<file path="src/rtl/toggle_event_decoder.sv">
// toggle_event_decoder
//
// Receiving end of a toggle-line event protocol. The sender is a T flip-flop
// whose output inverts once per event; this block synchronizes that line,
// turns every level change into a one-cycle event pulse, mirrors the
// sender's q/qbar pair, and keeps a saturating event count plus a pending
// flag that a consumer acknowledges.
//
// Parameters
//   SYNC_STAGES  synchronizer depth on tog_in (legal 2..4)
//   CNT_W        event counter width (legal 2..16)
//
// Ports
//   clk          in   rising-edge clock
//   reset        in   synchronous active-high reset, overrides all inputs
//   tog_in       in   toggle line from the sender; each level change = one event
//   ack          in   consumer acknowledge of the pending event
//   clr          in   synchronous clear of count, overflow and lost
//   event_pulse  out  one-cycle pulse per decoded event
//   q            out  decoded sender level
//   qbar         out  complement of q
//   pending      out  an event is waiting for ack
//   lost         out  sticky: event arrived while pending=1 and ack=0
//   count        out  saturating count of decoded events
//   overflow     out  sticky: event arrived while count was at its maximum
//
// Handshake: pending is the "valid" side and ack the "ready" side. An event
// raises pending; pending falls only on an edge where ack=1 and no new event
// arrives. ack together with a new event consumes the old event and leaves
// pending high for the new one. ack while pending=0 has no effect. An event
// arriving while pending=1 and ack=0 overwrites the unconsumed one and sets
// the sticky lost flag.
//
// There is no FSM in this block; all state is visible on the outputs.

module toggle_event_decoder #(
    parameter int SYNC_STAGES = 2,
    parameter int CNT_W       = 8
) (
    input  logic             clk,
    input  logic             reset,
    input  logic             tog_in,
    input  logic             ack,
    input  logic             clr,
    output logic             event_pulse,
    output logic             q,
    output logic             qbar,
    output logic             pending,
    output logic             lost,
    output logic [CNT_W-1:0] count,
    output logic             overflow
);

    localparam logic [CNT_W-1:0] CNT_MAX = {CNT_W{1'b1}};

    logic [SYNC_STAGES-1:0] sync_q;
    logic                   s;
    logic                   e;

    // Oldest stage of the chain is the synchronized sender level.
    assign s = sync_q[SYNC_STAGES-1];
    // q holds the last decoded level, so any difference is a new event.
    assign e = s ^ q;

    always_ff @(posedge clk) begin
        if (reset) begin
            sync_q      <= '0;
            q           <= 1'b0;
            qbar        <= 1'b1;
            event_pulse <= 1'b0;
            pending     <= 1'b0;
            lost        <= 1'b0;
            count       <= '0;
            overflow    <= 1'b0;
        end else begin
            sync_q      <= {sync_q[SYNC_STAGES-2:0], tog_in};
            q           <= s;
            // Registered separately (not ~q) so qbar is a flop output too.
            qbar        <= ~s;
            event_pulse <= e;

            // Counter: clr restarts from this edge's event, so a coincident
            // event is still counted.
            if (clr) begin
                count    <= {{(CNT_W-1){1'b0}}, e};
                overflow <= 1'b0;
            end else if (e) begin
                if (count == CNT_MAX) begin
                    overflow <= 1'b1;
                end else begin
                    count <= count + 1'b1;
                end
            end

            // Pending/ack handshake; clr does not touch pending.
            if (e) begin
                pending <= 1'b1;
            end else if (ack) begin
                pending <= 1'b0;
            end

            // clr wins over a coincident loss.
            if (clr) begin
                lost <= 1'b0;
            end else if (e && pending && !ack) begin
                lost <= 1'b1;
            end
        end
    end

endmodule

</file>
<file path="config.mk">
export PLATFORM = sky130hd
export DESIGN_NAME = toggle_event_decoder
export DESIGN_NICKNAME = d
export VERILOG_FILES = /design/src/rtl/toggle_event_decoder.sv
export SDC_FILE = /design/constraint.sdc
export NUM_CORES = 1
export LEC_CHECK = 0
export ABC_AREA = 1
export CORE_MARGIN = 2
export CORE_UTILIZATION = 35
export CTS_BUF_LIST = sky130_fd_sc_hd__clkbuf_4
export CTS_CLUSTER_DIAMETER = 50
export CTS_CLUSTER_SIZE = 20
export DETAILED_ROUTE_END_ITERATION = 8
export PLACE_DENSITY = 0.59
export SYNTH_ARGS = -nofsm -noshare
export SYNTH_HDL_FRONTEND = slang
export SYNTH_SLANG_ARGS = --single-unit
</file>
<file path="constraint.sdc">
create_clock -name clk -period 1.6 [get_ports clk]
set_input_delay 0.48 -clock clk [delete_from_list [all_inputs] [get_ports clk]]
set_output_delay 0.48 -clock clk [all_outputs]
set_load 0.02 [all_outputs]
</file>
==> flow_metrics.tcl, run 1 <==
set metrics [dict create \
    power_leakage_nw 0.466 \
    worstPathArrival_ps 1030 \
    grt_pass1_wl_um 2480 \
    cts_buffers 3 \
    n_fill_cell 208 \
    drc 0 \
    synth_nets 109 \
    slew_headroom 0.858 \
    clkPwrFrac 0.315 \
    synth_edf_count 0 \
    yosysWarnings 0 \
    numPortBuffers 18 \
    start_kind "register" \
    drive_gt1_frac 0.122 \
    period_minus_slack_ps 1510 \
    cts_buffer_depth 2 \
    insertion_delay_ps 290 \
    fp.dieW_um 49.3 \
    gr-total-overflow 0 \
    cts_sinks 16 \
    synth_top_cell_area_share 0.446 \
    synth.most_common_cell "nand2_1" \
    dp_hpwl_um 1150 \
    worst_pin_slew_ps 214 \
    final.setup.tns_ps 0 \
    slowest_delay_ps 390 \
    fin_nets 138 \
    area_growth_pct 37.3 \
    crit_chain "dlygate4sd2_1" \
    cts_tree "yes" \
    hold_viol_final 0 \
    clk_pin_slew_ps 100 \
    design_area_sq_um 986 \
    status "finished, final reports clean" \
    totalWireLength_um 1480 \
    synth.cell_area_sq_um 718 \
    async_flop_share 0 \
    synth_top_area_cell "dfxtp_1" \
    ios 19 \
    syn_inst 103 \
    combPwrFrac 0.100 \
    switching_power_mw 0.177 \
    cts-htree-levels 1 \
    drv_slew 0 \
    grt_max_degree 10 \
    hp-class "register to register" \
    diodes 0 \
    gp_congestion 0.773 \
    die_h_um 49.3 \
    antenna_found_initial 0 \
    totalPowerFinal_mw 0.704 \
    cap_violations 0 \
    root_buffer "clkbuf_4" \
    drt-initial-drc-count 11 \
    slowest_stage "dfxtp_1" \
    path_buf_inv 1 \
    p_seq_frac 0.585 \
    cp_top_family "flip-flops" \
    finalSetupViolations 0 \
    synth_ff_type "dfxtp_1" \
    routedWlPerCell_um 9.35 \
    worst_ep_required_time_ps 1120 \
    power.density_mw_per_mm2 714 \
    ys_seq_area_frac 0.446 \
    core.rowCount 16 \
    swShare 0.252 \
    placed_cell_area_sq_um 977 \
    dr.pass1.iters 4 \
    num_vias 677 \
    fmax_ghz 0.660 \
    timing.hold.ws_ps 411 \
    crit_path_max_fanout 4 \
    synth_area_leaders "dfxtp_1, nand2_1, nor2_1" \
    ys_seq_elements 16 \
    viasPerCell 4.28 \
    clock_skew_ps 10.7 \
    syn_area_per_cell_sq_um 6.97 \
    period_share 0.947 \
    peakVddDrop_v 0.000502 \
    criticalPathCategory "register to output port" \
    end_kind "output port" \
    p_int_mw 0.527 \
    ant_nets 0 \
    core_area_sq_mm 0.00194 \
    holdBufCountCts 0 \
    cts_setup_buffers 0 \
    rsz0062_at_grt "no" \
    grt_pass1_vias 617 \
    initial_utilization 0.370 \
    track_usage 0.136 \
    synth.distinct_cells 18 \
    synthTopCellsByCount "nand2_1, dfxtp_1, nor2_1" \
    fp.dieArea_sq_mm 0.00243 \
]
==> state kept, by name, indices dropped and copies added, names as in the netlist <==
name and flops:
count 8, event_pulse 1, lost 1, overflow 1
pending 1, q 1, qbar 1, sync_q 2
==> per-layer routing <==
layer  GRT usage  vias up  wire length, um
li1            -      371                -
met1       0.146      284              722
met2       0.232       17              663
met3      0.0307        5               49
met4       0.100        0               42
met5           0        -                0
==> what timing repair did <==
action / 4_1_cts / 5_1_grt
endpoints found under the hold margin: 0 / 0
gates resized for setup: 14 / 0
setup endpoints to repair: 14 / 0
==> power by group through the flow <==
stage	Clock (mW)	Sequential, mW	Combinational, mW
after floorplan	0	0.429	0.0306
after global placement	0	0.421	0.0756
after detailed placement	0	0.422	0.0757
after CTS	0.228	0.412	0.0713
after global routing	0.245	0.414	0.0780
final	0.222	0.412	0.0705
==> final timing paths <==
kind,start,end,slack (ps),depth (start not counted)
worst max register to register,count[1],count[6],220,8
worst max-delay path,count[7],count[7],90,1
worst min register to register,sync_q[0],sync_q[1],410,2
worst min-delay path,sync_q[0],sync_q[1],410,2
==> cell type report <==
type	instances	area, sq um	area share
sequential	16	320	0.325
clock buffer	3	22.5	0.0228
clock inverter	1	3.75	0.00381
inverter	16	61.3	0.0622
timing repair buffer	24	208	0.211
multi-input combinational	71	337	0.341
tap	27	33.8	0.0343
==> cell families after synthesis <==
group / count (synthesis) / share of synthesized area
flops: 16 / 0.446
simple gates: 57 / 0.340
fa+ha+maj: 1 / 0.0174
compound gates: 10 / 0.0749
buf+inv: 16 / 0.0854
xor+xnor: 3 / 0.0366
==> cells in the final DEF, fill, tap and decap left out <==
master and count:
dfxtp_1 16, nor2_2 3, nand2_4 1, o21a_1 1, xnor2_1 2, clkbuf_4 3
a31oi_1 1, ha_1 1, nand2_2 1, clkdlybuf4s50_1 4, nor2_1 16, nand3_1 6
inv_2 1, a21oi_1 6, xor2_1 1, o21ai_0 2, nand4_1 2, clkinv_2 1
nand2_1 28, dlygate4sd2_1 14, clkinv_1 1, buf_4 6, inv_1 14
==> per-stage QoR <==
step | util | instances | setup WS, ps
after global routing | 0.508 | 158 | 21.0
final | 0.508 | 158 | 85.4
after CTS | 0.508 | 158 | 79.1
after global placement | 0.503 | 154 | 145
after detailed placement | 0.503 | 154 | 113
after floorplan | - | 103 | 240
Note: power is estimated with default switching activity, not from simulation.
==> run 2, diff against run 1 <==
PLACE_DENSITY = default   (was 0.59)
SKIP_CTS_REPAIR_TIMING = 1   (was default)
==> flow_metrics.tcl, run 2 (synthesis gave the netlist of run 1 again) <==
set metrics [dict create \
    p_seq_frac 0.586 \
    cts_sinks 16 \
    numPortBuffers 18 \
    path_buf_inv 1 \
    slew_headroom 0.819 \
    crit_chain "dlymetal6s2s_1" \
    insertion_delay_ps 290 \
    dp_cells 154 \
    totalWireLength_um 1510 \
    grt_max_degree 9 \
    timing.hold.ws_ps 409 \
    criticalPathCategory "register to output port" \
    setup_ws_ps 197 \
    switching_power_mw 0.174 \
    end_kind "output port" \
    root_buffer "clkbuf_4" \
    clock_skew_ps 2.67 \
    hold_viol_final 0 \
    placed_cell_area_sq_um 977 \
    fin_nets 138 \
    dp_slack_ps 12.7 \
    cp_top_family "flip-flops" \
    finalSetupViolations 0 \
    use_met3 0.0368 \
    final.setup.tns_ps 0 \
    ios 19 \
    design_area_sq_mm 0.00103 \
    worstPathArrival_ps 920 \
    peakVddDrop_v 0.000434 \
    hp-start "sync_q[0]" \
    fp.dieW_um 49.3 \
    cts-htree-levels 1 \
    grt_pass1_vias 665 \
    drive_gt1_frac 0.123 \
    gp_congestion 0.767 \
    worst_pin_slew_ps 270 \
    regMostFlops "count" \
    track_usage 0.145 \
    cap_violations 0 \
    power.density_mw_per_mm2 678 \
    cts_buffer_depth 2 \
    antenna_found_initial 0 \
    p_int_mw 0.528 \
    core_area_sq_mm 0.00194 \
    gr-total-overflow 0 \
    fmax_ghz 0.713 \
    swShare 0.248 \
    crit_start "count[7]" \
    worst_ep_required_time_ps 1120 \
    status "finished, final reports clean" \
    rrSetupSlack_ps 210 \
    rsz0062_at_grt "no" \
    dp_hpwl_um 1130 \
    drc 0 \
    largest_reg_flops 8 \
    power_leakage_nw 0.642 \
    routedWlPerCell_um 9.61 \
    top_usage_layer "met2" \
    clkPwrFrac 0.306 \
    slowest_delay_ps 390 \
    slowest_stage "dfxtp_1" \
    viasPerCell 4.44 \
    final_cell_mix "nand2_1, nor2_1, dfxtp_1" \
    use_met2 0.232 \
    core.rowCount 16 \
    drt-initial-drc-count 4 \
    fin_cells 157 \
    use_met1 0.173 \
    period_minus_slack_ps 1400 \
    final_common_cell "nand2_1" \
    num_vias 697 \
    r2r_start "count[0]" \
    initial_utilization 0.370 \
    cts_buffers 3 \
    cts_tree "yes" \
    crit_path_max_fanout 4 \
    drv_slew 0 \
    grt_pass1_wl_um 2680 \
    n_fill_cell 202 \
    dr.pass1.iters 4 \
    reg_top3 "count: 8 flops, sync_q: 2 flops" \
    combPwrFrac 0.108 \
    area_growth_pct 44.1 \
    ant_nets 0 \
    die_h_um 49.3 \
    fp.dieArea_sq_mm 0.00243 \
    hp-class "register to register" \
    diodes 0 \
    start_kind "register" \
    period_share 0.877 \
    clk_pin_slew_ps 90 \
]
run 2: cell type report:
type,instances,area [sq um],share of cell area
Sequential cell,16,320,0.310
Clock buffer,3,22.5,0.0218
Inverter,16,61.3,0.0593
Tap cell,27,33.8,0.0326
Timing Repair Buffer,24,260,0.252
Multi-Input combinational cell,71,337,0.325
run 2: stage by stage:
stage           util  power (mW)
2_1_floorplan      -       0.460
6_report       0.533       0.701
4_1_cts        0.515       0.715
5_1_grt        0.533       0.738
3_5_place_dp   0.503       0.498
3_3_place_gp   0.503       0.498
run 2: layer usage:
| metal | share of wire | routed length (um) |
|---|---|---|
| met1 | 0.46 | 695 |
| met2 | 0.47 | 704 |
| met3 | 0.045 | 68 |
| met4 | 0.027 | 40 |
| met5 | 0 | 0 |
run 2: final timing paths:
path	endpoint	cells past startpoint
setup / recovery	count[7]	1
hold reg to reg	sync_q[1]	2
setup reg to reg	count[0]	8
hold / removal	sync_q[1]	2
run 2: power by group through the flow:
stage               combinational (mW)  clock [mW]  sequential (mW)
CTS                             0.0788       0.225            0.411
global route                    0.0852       0.241            0.412
detailed placement              0.0776           0            0.420
finish                          0.0760       0.215            0.411
global placement                0.0776           0            0.420
floorplan                       0.0306           0            0.429
==> run 3, diff against run 2 <==
CORE_UTILIZATION = 43   (was 35)
CTS_CLUSTER_DIAMETER = default   (was 50)
PLACE_DENSITY = 0.72   (was default)
==> flow_metrics.tcl, run 3 (synthesis gave the netlist of run 1 again) <==
set metrics [dict create \
    cts-htree-levels 1 \
    dp_hpwl_um 1110 \
    worstPathArrival_ps 930 \
    setup_ws_ps 192 \
    placed_cell_area_sq_um 956 \
    reg_top3 "count: 8 flops, sync_q: 2 flops" \
    fp.dieW_um 44.9 \
    cts_sinks 16 \
    period_minus_slack_ps 1410 \
    criticalPathCategory "register to output port" \
    end_kind "output port" \
    regMostFlops "count" \
    clock_skew_ps 6.53 \
    dr.pass1.iters 3 \
    hold_viol_final 0 \
    cts_buffer_depth 2 \
    drv_slew 0 \
    slowest_delay_ps 390 \
    die_h_um 44.9 \
    power.density_mw_per_mm2 691 \
    hp-class "register to register" \
    cap_violations 0 \
    diodes 0 \
    crit_chain "dlymetal6s2s_1" \
    period_share 0.880 \
    grt_pass1_wl_um 2250 \
    cts_tree "yes" \
    fp.dieArea_sq_mm 0.00201 \
    track_usage 0.156 \
    fmax_ghz 0.710 \
    drive_gt1_frac 0.115 \
    cp_top_family "flip-flops" \
    grt_max_degree 10 \
    rsz0062_at_grt "no" \
    drt-initial-drc-count 9 \
    core_area_sq_mm 0.00154 \
    final_cell_mix "nand2_1, nor2_1, dfxtp_1" \
    design_area_sq_mm 0.00102 \
    antenna_found_initial 0 \
    ios 19 \
    root_buffer "clkbuf_4" \
    power_leakage_nw 0.638 \
    worst_ep_required_time_ps 1120 \
    finalSetupViolations 0 \
    gr-total-overflow 0 \
    insertion_delay_ps 290 \
    worst_pin_slew_ps 234 \
    gp_congestion 0.774 \
    numPortBuffers 18 \
    start_kind "register" \
    totalPowerFinal_mw 0.703 \
    crit_path_max_fanout 4 \
    num_vias 687 \
    dp_slack_ps 17.3 \
    status "finished, final reports clean" \
    largest_reg_flops 8 \
    initial_utilization 0.466 \
    core.rowCount 14 \
    cts_buffers 3 \
    path_buf_inv 1 \
    n_fill_cell 155 \
    drc 0 \
    totalWireLength_um 1440 \
    slowest_stage "dfxtp_1" \
    final_common_cell "nand2_1" \
    viasPerCell 4.71 \
    routedWlPerCell_um 9.86 \
    clk_pin_slew_ps 90 \
    fin_nets 137 \
    slew_headroom 0.843 \
    area_growth_pct 41.6 \
    peakVddDrop_v 0.000579 \
    grt_pass1_vias 585 \
    ant_nets 0 \
]
## run 3: layer usage
layer / global-route usage / wire length (um) / up-vias
li1: - / - / 374
met3: 0.0320 / 82 / 5
met1: 0.163 / 613 / 292
met2: 0.278 / 708 / 16
met5: 0 / 0 / -
met4: 0.106 / 34 / 0
## run 3: cell type report
| type | instances | area [sq um] | share of cell area |
|---|---|---|---|
| timing repair buffer | 23 | 253 | 0.248 |
| multi-input combinational | 71 | 337 | 0.331 |
| inverter | 16 | 61.3 | 0.0603 |
| clock buffer | 3 | 22.5 | 0.0221 |
| sequential | 16 | 320 | 0.315 |
| clock inverter | 1 | 3.75 | 0.00369 |
| tap | 16 | 20.0 | 0.0197 |
## run 3: per-stage QoR
step	utilization	hold slack [ps]	TNS, ps	std cells
final	0.660	411	0	146
after global routing	0.660	424	0	146
after CTS	0.637	414	-1950	146
after detailed placement	0.620	399	0	142
after global placement	0.620	402	0	142
after floorplan	-	388	0	103
## run 3: report_power, final
group	leakage [nW]	total [mW]	internal, mW	switching, mW
sequential	0.130	0.412	0.407	0.00524
combinational	0.493	0.0714	0.0307	0.0407
clock	0.0154	0.219	0.0909	0.128
## run 3: final timing paths
check / slack [ps] / cells past startpoint / startpoint / to
setup / recovery: 190 / 1 / count[7] / count[7]
hold / removal: 410 / 2 / sync_q[0] / sync_q[1]
setup reg to reg: 240 / 8 / count[0] / count[1]
hold reg to reg: 410 / 2 / sync_q[0] / sync_q[1]
